$ cat config.mk
export PLATFORM = sky130hd
export DESIGN_NAME = bg_fetch_sequencer
export DESIGN_NICKNAME = d
export VERILOG_FILES = /design/src/rtl/ppu_fetch_pkg.sv /design/src/rtl/bg_pipe_occupancy.sv /design/src/rtl/bg_fetch_sequencer.sv
export SDC_FILE = /design/constraint.sdc
export NUM_CORES = 1
export LEC_CHECK = 0
export BUFFER_PORTS_ARGS = -buffer_cell sky130_fd_sc_hd__buf_2
export CORE_ASPECT_RATIO = 0.6
export CORE_UTILIZATION = 30
export CTS_BUF_LIST = sky130_fd_sc_hd__clkbuf_16
export DETAILED_ROUTE_END_ITERATION = 10
export PLACE_DENSITY = 0.52
export RECOVER_POWER = 100
export REMOVE_ABC_BUFFERS = 1
export SYNTH_ARGS = -nofsm -noshare
export SYNTH_HDL_FRONTEND = slang
export SYNTH_SLANG_ARGS = --single-unit
$ cat constraint.sdc
create_clock -name clk -period 2.55 [get_ports clk]
set_clock_uncertainty 0.1 [all_clocks]
set_input_delay 0.1275 -clock clk [delete_from_list [all_inputs] [get_ports clk]]
set_output_delay 0.1275 -clock clk [all_outputs]
set_load 0.005 [all_outputs]
$ cat src/rtl/ppu_fetch_pkg.sv
// Shared types and constants for the background fetch sequencer.
//   fetch_state_t : fetcher FSM states (two cycles per fetch step)
//   fetch_kind_t  : which VRAM byte the current read returns
//   PIPE_DEPTH    : pixels held by the BG shifter after a parallel load
package ppu_fetch_pkg;

  typedef enum logic [2:0] {
    IDLE = 3'd0,
    T0   = 3'd1,
    T1   = 3'd2,
    L0   = 3'd3,
    L1   = 3'd4,
    H0   = 3'd5,
    H1   = 3'd6,
    WAIT = 3'd7
  } fetch_state_t;

  typedef enum logic [1:0] {
    KIND_TILE = 2'd0,
    KIND_LO   = 2'd1,
    KIND_HI   = 2'd2
  } fetch_kind_t;

  localparam int PIPE_DEPTH = 8;

endpackage

$ cat src/rtl/bg_pipe_occupancy.sv
// Occupancy tracking for the BG pixel pipe.
// Holds how many pixels remain in the pipe, how many fine-scroll pixels
// still have to be thrown away, and the index of the next pixel to emit.
// Ports:
//   clk, reset    : dot clock, synchronous active-high reset
//   line_start    : clear everything and take a new scx_fine discard count
//   flush         : empty the pipe (window restart or end of line)
//   load          : pipe is being parallel-loaded this cycle
//   active        : fetcher is running this cycle (not idle, stalled or restarting)
//   scx_fine      : number of pixels to discard at the start of the line
//   shift_en      : pipe shifts one pixel this cycle
//   pix_valid     : shifted pixel is sent to the LCD
//   pix_x         : index of the next pixel to emit
//   pipe_empty    : no pixels left in the pipe
//   line_full     : every visible pixel of the line has been emitted
module bg_pipe_occupancy
  import ppu_fetch_pkg::*;
#(
  parameter int LINE_PIXELS = 160
) (
  input  logic       clk,
  input  logic       reset,
  input  logic       line_start,
  input  logic       flush,
  input  logic       load,
  input  logic       active,
  input  logic [2:0] scx_fine,
  output logic       shift_en,
  output logic       pix_valid,
  output logic [7:0] pix_x,
  output logic       pipe_empty,
  output logic       line_full
);

  logic [3:0] pipe_cnt;
  logic [2:0] discard;

  assign pipe_empty = (pipe_cnt == 4'd0);
  assign line_full  = (pix_x == 8'(LINE_PIXELS));
  // Once the last visible pixel is out, the pipe stops shifting even though
  // the fetcher may still be finishing the tile it already started.
  assign shift_en   = active && !pipe_empty && !line_full;
  assign pix_valid  = shift_en && (discard == 3'd0);

  always_ff @(posedge clk) begin
    if (reset) begin
      pipe_cnt <= 4'd0;
      discard  <= 3'd0;
      pix_x    <= 8'd0;
    end else if (line_start) begin
      pipe_cnt <= 4'd0;
      discard  <= scx_fine;
      pix_x    <= 8'd0;
    end else if (flush) begin
      pipe_cnt <= 4'd0;
    end else if (load) begin
      pipe_cnt <= 4'(PIPE_DEPTH);
    end else if (shift_en) begin
      pipe_cnt <= pipe_cnt - 4'd1;
      if (discard != 3'd0) begin
        discard <= discard - 3'd1;
      end else begin
        pix_x <= pix_x + 8'd1;
      end
    end
  end

endmodule

$ cat src/rtl/bg_fetch_sequencer.sv
// Background tile fetch sequencer for one scanline.
// Walks the tile-index / low-plane / high-plane VRAM reads, strobes the byte
// latches, loads the BG pixel pipe when it runs empty and reports end of line.
// Ports:
//   clk, reset    : dot clock, synchronous active-high reset
//   line_start    : pulse, begin a new line (wins over win_trigger)
//   win_trigger   : pulse, restart fetching from the window map (ignored in IDLE)
//   sprite_stall  : level, freeze fetcher, pipe and counters
//   scx_fine      : fine-scroll pixels to discard, sampled on line_start
//   vram_rd       : VRAM read request during fetch states
//   fetch_kind    : 0 tile index, 1 low plane, 2 high plane (0 when idle)
//   fetch_win     : fetches address the window map
//   tile_x        : current tile column
//   latch_lo/hi   : capture low/high plane byte
//   load_pipe     : parallel-load both planes into the pipe
//   shift_en      : pipe shifts one pixel
//   pix_valid     : pixel goes to the LCD
//   pix_x         : index of next pixel to emit
//   line_done     : one-cycle pulse when the line completes
//   state         : current fetcher state, for observation
//
// Handshake: there is no backpressure; every strobe is a single-cycle
// qualifier valid only in the cycle it is high, and sprite_stall forces all
// of them low while leaving state untouched so the sequence resumes intact.
module bg_fetch_sequencer
  import ppu_fetch_pkg::*;
#(
  parameter int LINE_PIXELS = 160,
  parameter int TILE_X_W    = 5
) (
  input  logic                clk,
  input  logic                reset,
  input  logic                line_start,
  input  logic                win_trigger,
  input  logic                sprite_stall,
  input  logic [2:0]          scx_fine,
  output logic                vram_rd,
  output logic [1:0]          fetch_kind,
  output logic                fetch_win,
  output logic [TILE_X_W-1:0] tile_x,
  output logic                latch_lo,
  output logic                latch_hi,
  output logic                load_pipe,
  output logic                shift_en,
  output logic                pix_valid,
  output logic [7:0]          pix_x,
  output logic                line_done,
  output fetch_state_t        state
);

  logic        win_accept;
  logic        done_now;
  logic        run;
  logic        pipe_empty;
  logic        line_full;
  fetch_kind_t kind;

  // A window restart after the last pixel would re-arm a finished line, so
  // it is only honoured while pixels are still owed.
  assign win_accept = win_trigger && (state != IDLE) && !line_full;
  // The line closes in the first unstalled cycle after the final pixel.
  // Fetching still runs in that cycle, so a tile that is ready gets loaded.
  assign done_now   = (state != IDLE) && line_full && !sprite_stall && !line_start;
  assign run        = (state != IDLE) && !sprite_stall && !line_start && !win_accept;

  always_comb begin
    vram_rd   = 1'b0;
    kind      = KIND_TILE;
    latch_lo  = 1'b0;
    latch_hi  = 1'b0;
    load_pipe = 1'b0;
    if (run) begin
      case (state)
        T0, T1: vram_rd = 1'b1;
        L0: begin
          vram_rd = 1'b1;
          kind    = KIND_LO;
        end
        L1: begin
          vram_rd  = 1'b1;
          kind     = KIND_LO;
          latch_lo = 1'b1;
        end
        H0: begin
          vram_rd = 1'b1;
          kind    = KIND_HI;
        end
        H1: begin
          vram_rd   = 1'b1;
          kind      = KIND_HI;
          latch_hi  = 1'b1;
          load_pipe = pipe_empty;
        end
        WAIT: load_pipe = pipe_empty;
        default: ;
      endcase
    end
  end

  assign fetch_kind = kind;

  always_ff @(posedge clk) begin
    line_done <= 1'b0;
    if (reset) begin
      state     <= IDLE;
      tile_x    <= '0;
      fetch_win <= 1'b0;
    end else if (line_start) begin
      state     <= T0;
      tile_x    <= '0;
      fetch_win <= 1'b0;
    end else if (done_now) begin
      state     <= IDLE;
      line_done <= 1'b1;
      if (load_pipe) begin
        tile_x <= tile_x + 1'b1;
      end
    end else if (win_accept) begin
      state     <= T0;
      tile_x    <= '0;
      fetch_win <= 1'b1;
    end else if (!sprite_stall) begin
      case (state)
        T0: state <= T1;
        T1: state <= L0;
        L0: state <= L1;
        L1: state <= H0;
        H0: state <= H1;
        H1, WAIT: begin
          if (pipe_empty) begin
            state  <= T0;
            tile_x <= tile_x + 1'b1;
          end else begin
            state <= WAIT;
          end
        end
        default: state <= IDLE;
      endcase
    end
  end

  bg_pipe_occupancy #(
    .LINE_PIXELS(LINE_PIXELS)
  ) u_occupancy (
    .clk        (clk),
    .reset      (reset),
    .line_start (line_start),
    .flush      (win_accept || done_now),
    .load       (load_pipe),
    .active     (run),
    .scx_fine   (scx_fine),
    .shift_en   (shift_en),
    .pix_valid  (pix_valid),
    .pix_x      (pix_x),
    .pipe_empty (pipe_empty),
    .line_full  (line_full)
  );

endmodule
==> results of run 1 <==
cells by family after synthesis:
| group | Yosys count |
|---|---|
| AO/OA/AOI/OAI | 51 |
| XOR/XNOR | 4 |
| multiplexers | 2 |
| buffers and inverters | 20 |
| flip-flops | 25 |
| AND/OR/NAND/NOR | 66 |
| adder cells (fa/ha/maj) | 6 |
flip-flops by register name, summed over array words and instances, names as in the netlist:
name and count:
line_done 1, state 3, u_occupancy.pix_x 8, u_occupancy.discard 3, fetch_win 1, tile_x 5, u_occupancy.pipe_cnt 4
per-stage QoR:
| stage | hold slack (ps) | util | setup WS (ps) | power [W] |
|---|---|---|---|---|
| global placement | 264 | 0.385 | 332 | 0.000485 |
| CTS | 0.451 | 0.403 | 234 | 0.000829 |
| finish | 0.0292 | 0.400 | 268 | 0.000817 |
| detailed placement | 267 | 0.385 | 275 | 0.000484 |
| global route | 32.1 | 0.400 | 3.56 | 0.000851 |
| floorplan | 96.6 | - | 410 | 0.000451 |
cell type report:
cell class / count / share of cell area
inverter: 14 / 0.0304
clock buffer: 3 / 0.0434
sequential: 25 / 0.289
tap: 60 / 0.0434
timing repair buffer: 39 / 0.110
clock inverter: 1 / 0.00217
multi-input combinational: 129 / 0.481
cell usage after synthesis (3+ instances only):
master and n:
or3_1 6, a31oi_1 3, o31ai_1 5, nand3_1 8, nor2_1 10, xor2_1 3, inv_1 14, dfxtp_1 25
o21ai_0 12, ha_1 6, a21oi_1 18, nor4_1 4, or4_1 6, nand2_1 10, nor3_1 5
per-layer routing:
layer  up-vias  GRT usage  part of all wire
met4         0     0.0136                 0
met2        40      0.194              0.35
met3         0     0.0413             0.067
met1       610      0.240              0.58
met5         -          0                 0
li1        727          -                 -
power groups by stage:
stage / sequential [W] / combinational, W / clock [W]
6_report: 0.000401 / 0.0000737 / 0.000342
3_3_place_gp: 0.000409 / 0.0000756 / 0
3_5_place_dp: 0.000409 / 0.0000745 / 0
2_1_floorplan: 0.000411 / 0.0000399 / 0
4_1_cts: 0.000400 / 0.0000751 / 0.000354
5_1_grt: 0.000401 / 0.0000838 / 0.000366
path summary, 6_finish.rpt:
kind | start | to | cells past startpoint | slack (ps)
worst max-delay path | u_occupancy.pipe_cnt[0] | shift_en | 6 | 270
worst min-delay path | scx_fine[1] | u_occupancy.discard[1] | 3 | 0.03
worst max register to register | u_occupancy.pipe_cnt[0] | u_occupancy.discard[0] | 6 | 270
worst min register to register | fetch_win | fetch_win | 2 | 350
worst max-delay path: cells and delay by family (launching register included):
kind                     cells  cell delay (ps)
adder cells (fa/ha/maj)      1              190
AND/OR/NAND/NOR              3             1080
buffers and inverters        2              200
flip-flops                   1              310
timing repair:
action,CTS,global route
gates resized for setup,0,1
setup endpoints to repair,0,1
endpoints found under the hold margin,0,0
==> out/metrics.cfg, run 1 <==
[cts]
holdBufCountCts=0
cts_root_buf=clkbuf_16
clk_pin_slew_ps=60
ctsLongestPathBuffers=2
clock-sinks=25
htreeDepth=1
worstSkewPairLatency_ps=260
cts_setup_buffers=0
numCtsBuffers=3
cts_tree=yes

[global_routing]
grt_antenna_before_repair=0
grt_first_pass_wirelength_um=5990
track_usage=0.148
grt_max_degree=24
overflow=0
grt_pass1_vias=1241

[final_layout]
seqCellArea_um2=500
instances_no_fill=271
layout.nets=226
fill_cells=463
multi_input_area_um2=832
mostFrequentLayoutCell=dfxtp_1
drive_above_1_share=0.175
final_area_um2=1730
n_antenna_cell=0
area_growth_pct=21.9
layout_common_cells=25 x dfxtp_1, 24 x buf_2, 18 x a21oi_1

[pwr]
p_seq_frac=0.491
switching_share=0.223
p_per_area_nw_per_um2=472
p_int_w=0.000634
clkPwrFrac=0.419
p_leak_nw=0.662
switchingPower_w=0.000182
comb_power_share=0.090
ir_drop_mv=0.184

[synthesis]
synth_seq_cells=25
synth_top_family_by_area=simple AND/OR/NAND/NOR gates
ys_types=46
synth_mux_area_frac=0.0141
synth_ff_type=dfxtp_1
synthSimpleGateAreaFrac=0.268
synthTopCellsByArea=dfxtp_1 35%, a21oi_1 6.3%, ha_1 5.3%
syn_avg_cell_area_um2=8.15
synthCells=174
synth_warnings=0
yosysSeqAreaShare=0.353
synthXorXnorAreaFrac=0.0247
synth_top_cell_by_area=dfxtp_1
synth_top_cell_area_share=0.353
async_flop_share=0
syn_area_um2=1420
synth_compound_area_frac=0.223
synthAdderAreaFrac=0.0529
synth-edff-count=0

[setup_path]
cpPeakStageDelay_ps=620
worstPathRequired_ps=2320
cp-end-kind=output port
critPathSlowestCell=nor3b_1
cp.arrival_ps=2050
setup.worst_path.class=reg -> out
path_cells=inv_1 > ha_1 > nor3b_1 > or4_4 > nor2_1 > clkbuf_1
worstSetupStartpointType=flip-flop
cp_max_fo=23

[place]
dp_hpwl_um=2700
gp_congestion=0.759
dpl_cell_area_um2=1670
portBuffers=33
placedCellCount=267

[run_status]
status=completed

[routing]
dr.pass1.iters=4
num_vias=1377
routed_wl_um=3540
drt_iter0_drc=149
viasPerCell=5.08
antenna_left=0
drc=0
wl_per_cell_um=13.1

[die]
dieHeight_um=55.3
die-area_um2=5020
core_area_um2=4320
num_rows=18
ioPinCount=34
initial_core_util=0.328
die_x_um=90.8

[timing]
layout_min_cycle_time_ps=2280
finalMaxSlewViolations=0
worst_pin_slew_ps=727
slew_headroom=0.511
rsz0062_at_grt=false
setup_viol_count_final=0
finalCritPeriodShare=0.895
hold_viol_final=0
finalSetupTns_ps=0
max_freq_mhz=438

[worst_hold_path]
hold_path.class=in -> reg

[job]
drv_cap=0

(Power assumes the default switching activity.)
==> run 2: changes to the inputs <==
- SETUP_SLACK_MARGIN: default -> 0.3
==> run 2 against run 1 <==
First-iteration DRC count fell by 16%. Core utilization rose by 1.4 points. Total power rose by 0.97%. Final area rose by 3.4%. Sequential share of layout area fell by 0.95 points. Global-route usage rose by 0.059 points. Largest cell class unchanged. Sequential power barely moved. Fmax rose by 0.59%. Wire length rose by 7.8%. Clock-buffer cell count did not move. Die area did not move.
==> out/metrics.cfg, run 2 (synthesized netlist as in run 1, its figures left out) <==
[run_status]
status=completed

[die]
ioPinCount=34
dieHeight_um=55.3
die_x_um=90.8
num_rows=18
initial_core_util=0.328
core_area_um2=4320
die-area_um2=5020

[routing]
drc=0
num_vias=1433
routed_wl_um=3820
antenna_left=0
drt_iter0_drc=125
wl_per_cell_um=14.0
viasPerCell=5.25
dr.pass1.iters=4

[setup_path]
worstPathRequired_ps=2640
cp_top_family=simple AND/OR/NAND/NOR gates
critPathSlowestCell=or4_1
setup.worst_path.class=reg -> reg
cp.depth=6
rr_startpoint=u_occupancy.pipe_cnt[0]
path_cells=inv_1 > ha_2 > nor3b_2 > or4_1 > or4_1 > a21oi_1
cp-end-kind=flip-flop
cp_max_fo=7
cp-startpoint=u_occupancy.pipe_cnt[0]
r2r_setup_slack_ps=280
cp.arrival_ps=2360
crit_end=u_occupancy.pix_x[2]
worstSetupStartpointType=flip-flop
reg2reg_to=u_occupancy.pix_x[2]
r2r_cells=6
timing.critical_path.buf_inv=1
cpPeakStageDelay_ps=640
cpMostUsedCell=or4_1

[place]
gp_congestion=0.759
dpl_cell_area_um2=1670
portBuffers=33
dp_hpwl_um=2700

[cts]
worstSkewPairLatency_ps=260
cts_root_buf=clkbuf_16
htreeDepth=1
numCtsBuffers=3
clock-sinks=25
cts_setup_buffers=0
cts_tree=yes
clk_pin_slew_ps=60
ctsLongestPathBuffers=2

[global_routing]
grt_max_degree=24
grt_pass1_vias=1241
grt_first_pass_wirelength_um=5990
track_usage=0.149
overflow=0
grt_antenna_before_repair=0

[final_layout]
layout_common_cells=26 x buf_2, 25 x dfxtp_1, 16 x a21oi_1
fill_cells=453
layout.nets=228
final_area_um2=1790
n_antenna_cell=0
area_growth_pct=26.0
largest_reg_flops=8
mostFrequentLayoutCell=buf_2
top_register=u_occupancy.pix_x
drive_above_1_share=0.211
top_regs=u_occupancy.pix_x: 8 flops, tile_x: 5 flops, u_occupancy.pipe_cnt: 4 flops

[timing]
max_freq_mhz=441
finalCritPeriodShare=0.890
hold_viol_final=0
worst_pin_slew_ps=628
rsz0062_at_grt=true
finalSetupTns_ps=0
slew_headroom=0.579
layout_min_cycle_time_ps=2270
setup_viol_count_final=0
finalMaxSlewViolations=0

[pwr]
p_int_w=0.000635
switching_share=0.230
p_per_area_nw_per_um2=461
comb_power_share=0.095
ir_drop_mv=0.185
p_leak_nw=0.680
switchingPower_w=0.000190
clkPwrFrac=0.418
p_seq_frac=0.487

[job]
drv_cap=0

[worst_hold_path]
hold_path.class=in -> reg

## run 2: cell count changes in the layout (fill, tap and decap cells not counted), sizes merged
cell,delta
or4,+2
buf,+1
clkbuf,-1
## run 2: layout make-up
type                            count  area (um2)  area share
Sequential cell                    25         500       0.280
Timing Repair Buffer               39         189       0.106
Clock inverter                      1        3.75     0.00210
Inverter                           14        52.6      0.0294
Multi-Input combinational cell    131         892       0.499
Clock buffer                        3        75.1      0.0420
Tap cell                           60        75.1      0.0420
## run 2: per-layer routing
layer / vias up / global-route usage / part of all wire
li1: 733 / - / -
met1: 645 / 0.241 / 0.57
met2: 55 / 0.195 / 0.36
met3: 0 / 0.0413 / 0.072
met4: 0 / 0.0136 / 0
met5: - / 0 / 0
## run 2: power groups by stage
stage / clock network, W / registers (W) / logic (W)
final: 0.000345 / 0.000401 / 0.0000786
after global routing: 0.000368 / 0.000402 / 0.0000882
after CTS: 0.000354 / 0.000401 / 0.0000757
after detailed placement: 0 / 0.000409 / 0.0000745
after global placement: 0 / 0.000409 / 0.0000756
after floorplan: 0 / 0.000411 / 0.0000399
## run 2: through the flow
step	instances	hold slack, ps	util	worst slack, ps	total power [W]
floorplan	168	96.6	-	410	0.000451
global placement	267	264	0.385	332	0.000485
detailed placement	267	267	0.385	275	0.000484
CTS	271	0.451	0.406	313	0.000830
global route	273	32.1	0.413	192	0.000858
finish	273	0.990	0.413	281	0.000825
## run 2: repair_timing
item                                    4_1_cts  5_1_grt
hold buffers                                  0        0
endpoints found under the setup margin        8       16
pin swaps                                     0        1
gates cloned                                  0        2
resized for setup                             2       15
## run 2: worst min path at each step
stage,startpoint,to,slack [ps],depth (start not counted)
final,scx_fine[1],u_occupancy.discard[1],1,3
after global routing,scx_fine[1],u_occupancy.discard[1],30,3
after CTS,scx_fine[1],u_occupancy.discard[1],0.5,3
after detailed placement,scx_fine[1],u_occupancy.discard[1],270,3
after global placement,scx_fine[1],u_occupancy.discard[1],260,3
after floorplan,reset,state[0],100,1
## run 2: worst min-delay path, cell delays in order
cell,delay [ps]
buf_2,70
nand3b_1,60
o21ai_0,60
